### src/rtl/mem_arbiter.sv
// mem_arbiter: shares one memory port between fetch (read-only) and exec (load/store).
// Latency: request sampled in IDLE -> mem_req next cycle; mem_ready -> owner ready pulse next cycle, then one RELEASE cycle.
// Backpressure: requesters hold req until their ready pulse; optional MEM_ARBITER_ROUND_ROBIN_EN alternates on contention.
module mem_arbiter #(
  parameter int         M_WIDTH    = 8,
  parameter int         TIMEOUT    = 16,
  parameter logic [1:0] MEM_ACC_32 = 2'b10
) (
  input  logic               clk,
  input  logic               rst,
  input  logic               f_req,
  input  logic [M_WIDTH-1:0] f_addr,
  output logic [M_WIDTH-1:0] f_rdata,
  output logic               f_ready,
  input  logic               e_req,
  input  logic               e_we,
  input  logic [M_WIDTH-1:0] e_addr,
  input  logic [M_WIDTH-1:0] e_wdata,
  input  logic [1:0]         e_acc_width,
  output logic [M_WIDTH-1:0] e_rdata,
  output logic               e_ready,
  output logic               mem_req,
  output logic               mem_we,
  output logic [M_WIDTH-1:0] mem_addr,
  output logic [M_WIDTH-1:0] mem_data_out,
  output logic [1:0]         mem_acc_width,
  input  logic [M_WIDTH-1:0] mem_data_in,
  input  logic               mem_ready,
  output logic [1:0]         grant,
  output logic               timeout_err
);

  typedef enum logic [1:0] {S_IDLE, S_BUSY, S_RELEASE} state_t;

  localparam logic [1:0] G_NONE  = 2'b00;
  localparam logic [1:0] G_FETCH = 2'b01;
  localparam logic [1:0] G_EXEC  = 2'b10;

  // Counter only has to reach TIMEOUT-1; expiry is detected on that value.
  localparam int             WD_W    = (TIMEOUT > 1) ? $clog2(TIMEOUT) : 1;
  localparam logic [WD_W-1:0] WD_LAST = (TIMEOUT > 0) ? WD_W'(TIMEOUT - 1) : '0;

  state_t              r_state;
  logic [WD_W-1:0]     r_wdog;
  logic                r_mem_req;
  logic                r_mem_we;
  logic [M_WIDTH-1:0]  r_mem_addr;
  logic [M_WIDTH-1:0]  r_mem_data_out;
  logic [1:0]          r_mem_acc_width;
  logic [1:0]          r_grant;
  logic [M_WIDTH-1:0]  r_f_rdata;
  logic [M_WIDTH-1:0]  r_e_rdata;
  logic                r_f_ready;
  logic                r_e_ready;
  logic                r_timeout_err;

  logic                w_pick_exec;
  logic                w_expire;
  logic                w_done;
  logic [M_WIDTH-1:0]  w_result;

`ifdef MEM_ARBITER_ROUND_ROBIN_EN
  // 1 = exec owned the previous grant, 0 = fetch.
  logic r_last_exec;

  // On contention the requester that did not own the previous grant wins.
  always_comb begin
    w_pick_exec = e_req && (!f_req || !r_last_exec);
  end

  // Remember the owner of each new grant.
  always_ff @(posedge clk or posedge rst) begin
    if (rst) begin
      r_last_exec <= 1'b0;
    end else if (r_state == S_IDLE && (f_req || e_req)) begin
      r_last_exec <= w_pick_exec;
    end
  end
`else
  // Fixed priority: exec always beats fetch.
  always_comb begin
    w_pick_exec = e_req;
  end
`endif

  // A mem_ready in the expiry cycle is a normal completion, not an abort.
  assign w_expire = (TIMEOUT > 0) && (r_wdog == WD_LAST);
  assign w_done   = mem_ready || w_expire;
  assign w_result = mem_ready ? mem_data_in : '0;

  // Arbitration FSM: latch command, hold it until completion/abort, then one release cycle.
  always_ff @(posedge clk or posedge rst) begin
    if (rst) begin
      r_state         <= S_IDLE;
      r_wdog          <= '0;
      r_mem_req       <= 1'b0;
      r_mem_we        <= 1'b0;
      r_mem_addr      <= '0;
      r_mem_data_out  <= '0;
      r_mem_acc_width <= 2'b00;
      r_grant         <= G_NONE;
      r_f_rdata       <= '0;
      r_e_rdata       <= '0;
      r_f_ready       <= 1'b0;
      r_e_ready       <= 1'b0;
      r_timeout_err   <= 1'b0;
    end else begin
      r_f_ready     <= 1'b0;
      r_e_ready     <= 1'b0;
      r_timeout_err <= 1'b0;
      case (r_state)
        S_IDLE: begin
          if (f_req || e_req) begin
            r_state   <= S_BUSY;
            r_mem_req <= 1'b1;
            r_wdog    <= '0;
            if (w_pick_exec) begin
              r_grant         <= G_EXEC;
              r_mem_we        <= e_we;
              r_mem_addr      <= e_addr;
              r_mem_data_out  <= e_wdata;
              r_mem_acc_width <= e_acc_width;
            end else begin
              r_grant         <= G_FETCH;
              r_mem_we        <= 1'b0;
              r_mem_addr      <= f_addr;
              r_mem_data_out  <= '0;
              r_mem_acc_width <= MEM_ACC_32;
            end
          end
        end
        S_BUSY: begin
          if (w_done) begin
            r_state       <= S_RELEASE;
            r_mem_req     <= 1'b0;
            r_grant       <= G_NONE;
            r_timeout_err <= !mem_ready;
            if (r_grant == G_EXEC) begin
              r_e_rdata <= w_result;
              r_e_ready <= 1'b1;
            end else begin
              r_f_rdata <= w_result;
              r_f_ready <= 1'b1;
            end
          end else begin
            r_wdog <= r_wdog + 1'b1;
          end
        end
        S_RELEASE: begin
          r_state <= S_IDLE;
        end
        default: begin
          r_state <= S_IDLE;
        end
      endcase
    end
  end

  assign mem_req       = r_mem_req;
  assign mem_we        = r_mem_we;
  assign mem_addr      = r_mem_addr;
  assign mem_data_out  = r_mem_data_out;
  assign mem_acc_width = r_mem_acc_width;
  assign grant         = r_grant;
  assign f_rdata       = r_f_rdata;
  assign e_rdata       = r_e_rdata;
  assign f_ready       = r_f_ready;
  assign e_ready       = r_e_ready;
  assign timeout_err   = r_timeout_err;

endmodule

### config.mk
export PLATFORM = sky130hd
export DESIGN_NAME = mem_arbiter
export DESIGN_NICKNAME = d
export VERILOG_FILES = /design/src/rtl/mem_arbiter.sv
export SDC_FILE = /design/constraint.sdc
export NUM_CORES = 1
export LEC_CHECK = 0
export CORE_MARGIN = 2
export CORE_UTILIZATION = 46
export DETAILED_ROUTE_END_ITERATION = 8
export PLACE_DENSITY = 0.85
export SETUP_SLACK_MARGIN = 0.4
export SLEW_MARGIN = 10
export SYNTH_ARGS = -nofsm -noshare
export SYNTH_HDL_FRONTEND = slang
export SYNTH_SLANG_ARGS = --single-unit
### constraint.sdc
create_clock -name clk -period 3 [get_ports clk]
set_input_delay 0.75 -clock clk [delete_from_list [all_inputs] [get_ports clk]]
set_output_delay 0.75 -clock clk [all_outputs]
set_load 0.01 [all_outputs]
==> key figures <==
CTS
  – Cts repair resizes: 0
  – Clock latency on the worst-skew pair: between 0.2 and 0.3 ns
  – H-tree depth: 2
  – Hold_buf cts: 0
  – Post-CTS Setup Inserts: 0
  – Root buffer cell: clkbuf_8
  – Clk buf depth: 2
  – Cts bufs inserted: 5
  – CTS Sinks: 47
  – Clk slew on worst S/H paths: 0.08 ns
  – CTS tree: done

Place
  – Place WS: ~0.44 ns
  – Port bufs: 80
  – Post-DP HPWL: 3.21 mm
  – Final GP Congestion: just over 0.8

Drt
  – First drt pass iteration count: 5
  – Wire length per cell: 15.6 microns
  – Via count: around 1600
  – Iteration-0 DRC Markers: 230
  – Detailed-route DRC error count: 0
  – Drt via density: 5.65
  – Detailed Route WL: around 4.5 mm
  – Antenna Nets Post-Route: 0

Floorplanning
  – Die W: about 69 microns
  – Core area: 4060 sq um
  – Row cnt: 23
  – Die H: approximately 70 microns
  – Die Footprint: 4790 sq um
  – Initial Util: 0.482
  – Ports: between 80 and 90

Final layout
  – Area of the multi-input gates: just under 700 sq um
  – Layout cells sized above 1: 0.0798
  – Finished Core Util: 0.714
  – Register area: 1180 sq um
  – Final #Nets: 278
  – Antenna cell count: 0
  – Commonest non-fill, non-tap cell in the layout: clkdlybuf4s50_1
  – Commonest cells after routing, fill and taps aside: clkdlybuf4s50_1, dfrtp_1, o21ai_1, a32o_1
  – Fill count: just under 300
  – Area grow syn2layout: 48.0%

Power and ir drop
  – Leak Pwr: about 0.0012 uW
  – PwrDens: approximately 1000 nW/um^2
  – Max VDD drop: approximately 440 uV

Synth
  – Post-synthesis mux area share: 0.0512
  – Share of the synthesized area in the top cell type: 0.601
  – Fraction of registers with async set/reset: 1.00
  – Simple-gate area share of the yosys netlist: 0.0774
  – Seq/Total Area, Yosys: 0.601
  – Synth Area per Inst: roughly 12 sq um
  – Largest family of logic cells by synthesized area: compound AO/OA/AOI/OAI gates
  – Synth Flop Type: dfrtp_1
  – Largest area contributor in the netlist: dfrtp_1
  – Synthesized net count: 198
  – Synth unique cells: 37
  – Number of synthesized flops with an enable pin: 0
  – Area contributors post-synth: dfrtp_1, a32o_1, mux2i_1
  – XOR/XNOR Fraction of Synth Area: 0
  – Synth Area in Compound Gates: 0.218
  – Yosys warns: 0
  – Mapped cell area: approximately 2000 sq um
  – Synth Area in Adders: 0.00639
  – #FFs+latches synth: 47
  – Cells after synthesis: around 160

Global routing
  – Initial antenna violation count: 0
  – Overall global routing resource usage: 0.201
  – Total gr overflow: 0
  – Number of global-route vias before repair: roughly 1700
  – First-pass GRT wire length: roughly 8 mm
  – Pin count of the biggest net entering global routing: 48

Critical path
  – Reg2Reg Capture Point: mem_data_out[0]
  – CP max-delay cell: clkdlybuf4s50_1
  – Crit path max-delay family: buffers and inverters
  – Setup CP Type: input port to flop
  – CP max FO: 11
  – Reg2Reg Depth: 3
  – R2r startpoint: r_state[0]
  – Crit path capture type: flop
  – R2r setup slk: between 1 and 1.5 ns
  – CP Data Required Time: 3.18 ns
  – Worst path bufs/invs: 1
  – Crit path cell chain: clkdlybuf4s50_1 > a31oi_2 > or3_1 > a32o_1
  – Arrival @ worst endpoint: about 2.4 ns
  – CP max stage delay: 0.74 ns
  – Worst Setup Start Kind: input port

STA
  – Final setup violation count: 0
  – Pin slew with the least headroom to its limit: ~0.7 ns
  – Fin Setup TNS: 0 ns
  – Final count of hold timing violations: 0
  – Period utilisation layout: 0.753
  – Post-route worst setup slack: between 0.7 and 0.8 ns
  – Max-slew violation count: 0
  – Max Fclk: ~0.44 GHz
  – Slew headroom: 0.527
  – RSZ-0062 raised after global routing: false
  – Clock skew: about 0.0032 ns
  – Min cycle time layout: about 2.3 ns
  – Hold_ws: just under 0.5 ns

Hold path
  – Hold Crit Depth: 1
  – Critical hold path startpoint: e_rdata[2]
  – Worst hold endpoint: e_rdata[2]
  – Hold crit path type: flop to flop

Run
  – Max-cap violations: 0

Status
  – Status: finished clean
[cell usage after synthesis, types with 2 or more instances]
library cell	n
o21ai_1	17
o22ai_1	2
dfrtp_1	47
nand3_1	3
a21oi_1	2
clkbuf_1	3
nand2_1	3
nand2b_1	2
a22o_1	10
mux2i_1	10
inv_1	4
or2_1	2
nor2_1	7
nor2b_1	2
a32o_1	16
o21ai_0	2
buf_6	3
buf_2	3
[where the power goes]
group / leakage, uW / switching, uW / internal, uW / total, uW
combinational: 0.000587 / 528 / 715 / 1240
sequential: 0.000594 / 191 / 910 / 1100
clock: 0.0000612 / 202 / 270 / 472
[worst register-to-register path, stage by stage (launching register included)]
cell and delay (ns):
dfrtp_1 0.48, or2_1 0.43, or2_1 0.55, a22o_1 0.35
[how the worst max path moves through the flow]
stage	from	endpoint	slack, ns	depth (start not counted)
2_1_floorplan	rst	e_rdata[0]	1.13	1
3_3_place_gp	mem_ready	f_rdata[7]	0.51	4
3_5_place_dp	mem_ready	f_rdata[3]	0.44	4
4_1_cts	mem_ready	f_rdata[3]	0.77	4
5_1_grt	mem_ready	f_rdata[3]	0.67	4
6_report	mem_ready	f_rdata[3]	0.74	4
[cells by family (layout without fill, tap and decap cells)]
group | Yosys count | in the layout
muxes | 10 | 10
DFF | 47 | 47
AOI/OAI and AO/OA | 56 | 56
and+or+nand+nor | 27 | 27
adders and majority gates | 1 | 1
buffers and inverters | 16 | 97
[cell type report]
cell class              instances  share of cell area
clock buffers                   6              0.0285
clock inverters                 2              0.0121
inverters                       5             0.00648
multi-input cells              94               0.238
flip-flops and latches         47               0.406
well taps                      50              0.0216
repair buffers                 84               0.287
[layer usage]
metal	wire, microns	up-vias	track usage	part of all wire
li1	-	756	-	-
met1	1900	793	0.244	0.42
met2	2160	73	0.337	0.48
met3	389	4	0.0669	0.087
met5	0	-	0	0
met4	38	0	0.0654	0.0085
[through the flow]
step | total power [uW] | cell area (sq um) | instances
after global routing | 2990 | 2900 | 288
after global placement | 2330 | 2780 | 280
after CTS | 2850 | 2900 | 288
after detailed placement | 2370 | 2780 | 280
after floorplan | 1720 | 1960 | 157
final | 2820 | 2900 | 288
[sequential cells by signal, indices dropped and copies added (netlist names), 2 cells and up]
name and cells:
f_rdata 8, mem_data_out 8, r_state 2, r_wdog 4, grant 2, mem_acc_width 2, mem_addr 8, e_rdata 8
Power figures use the tool's default switching activity.
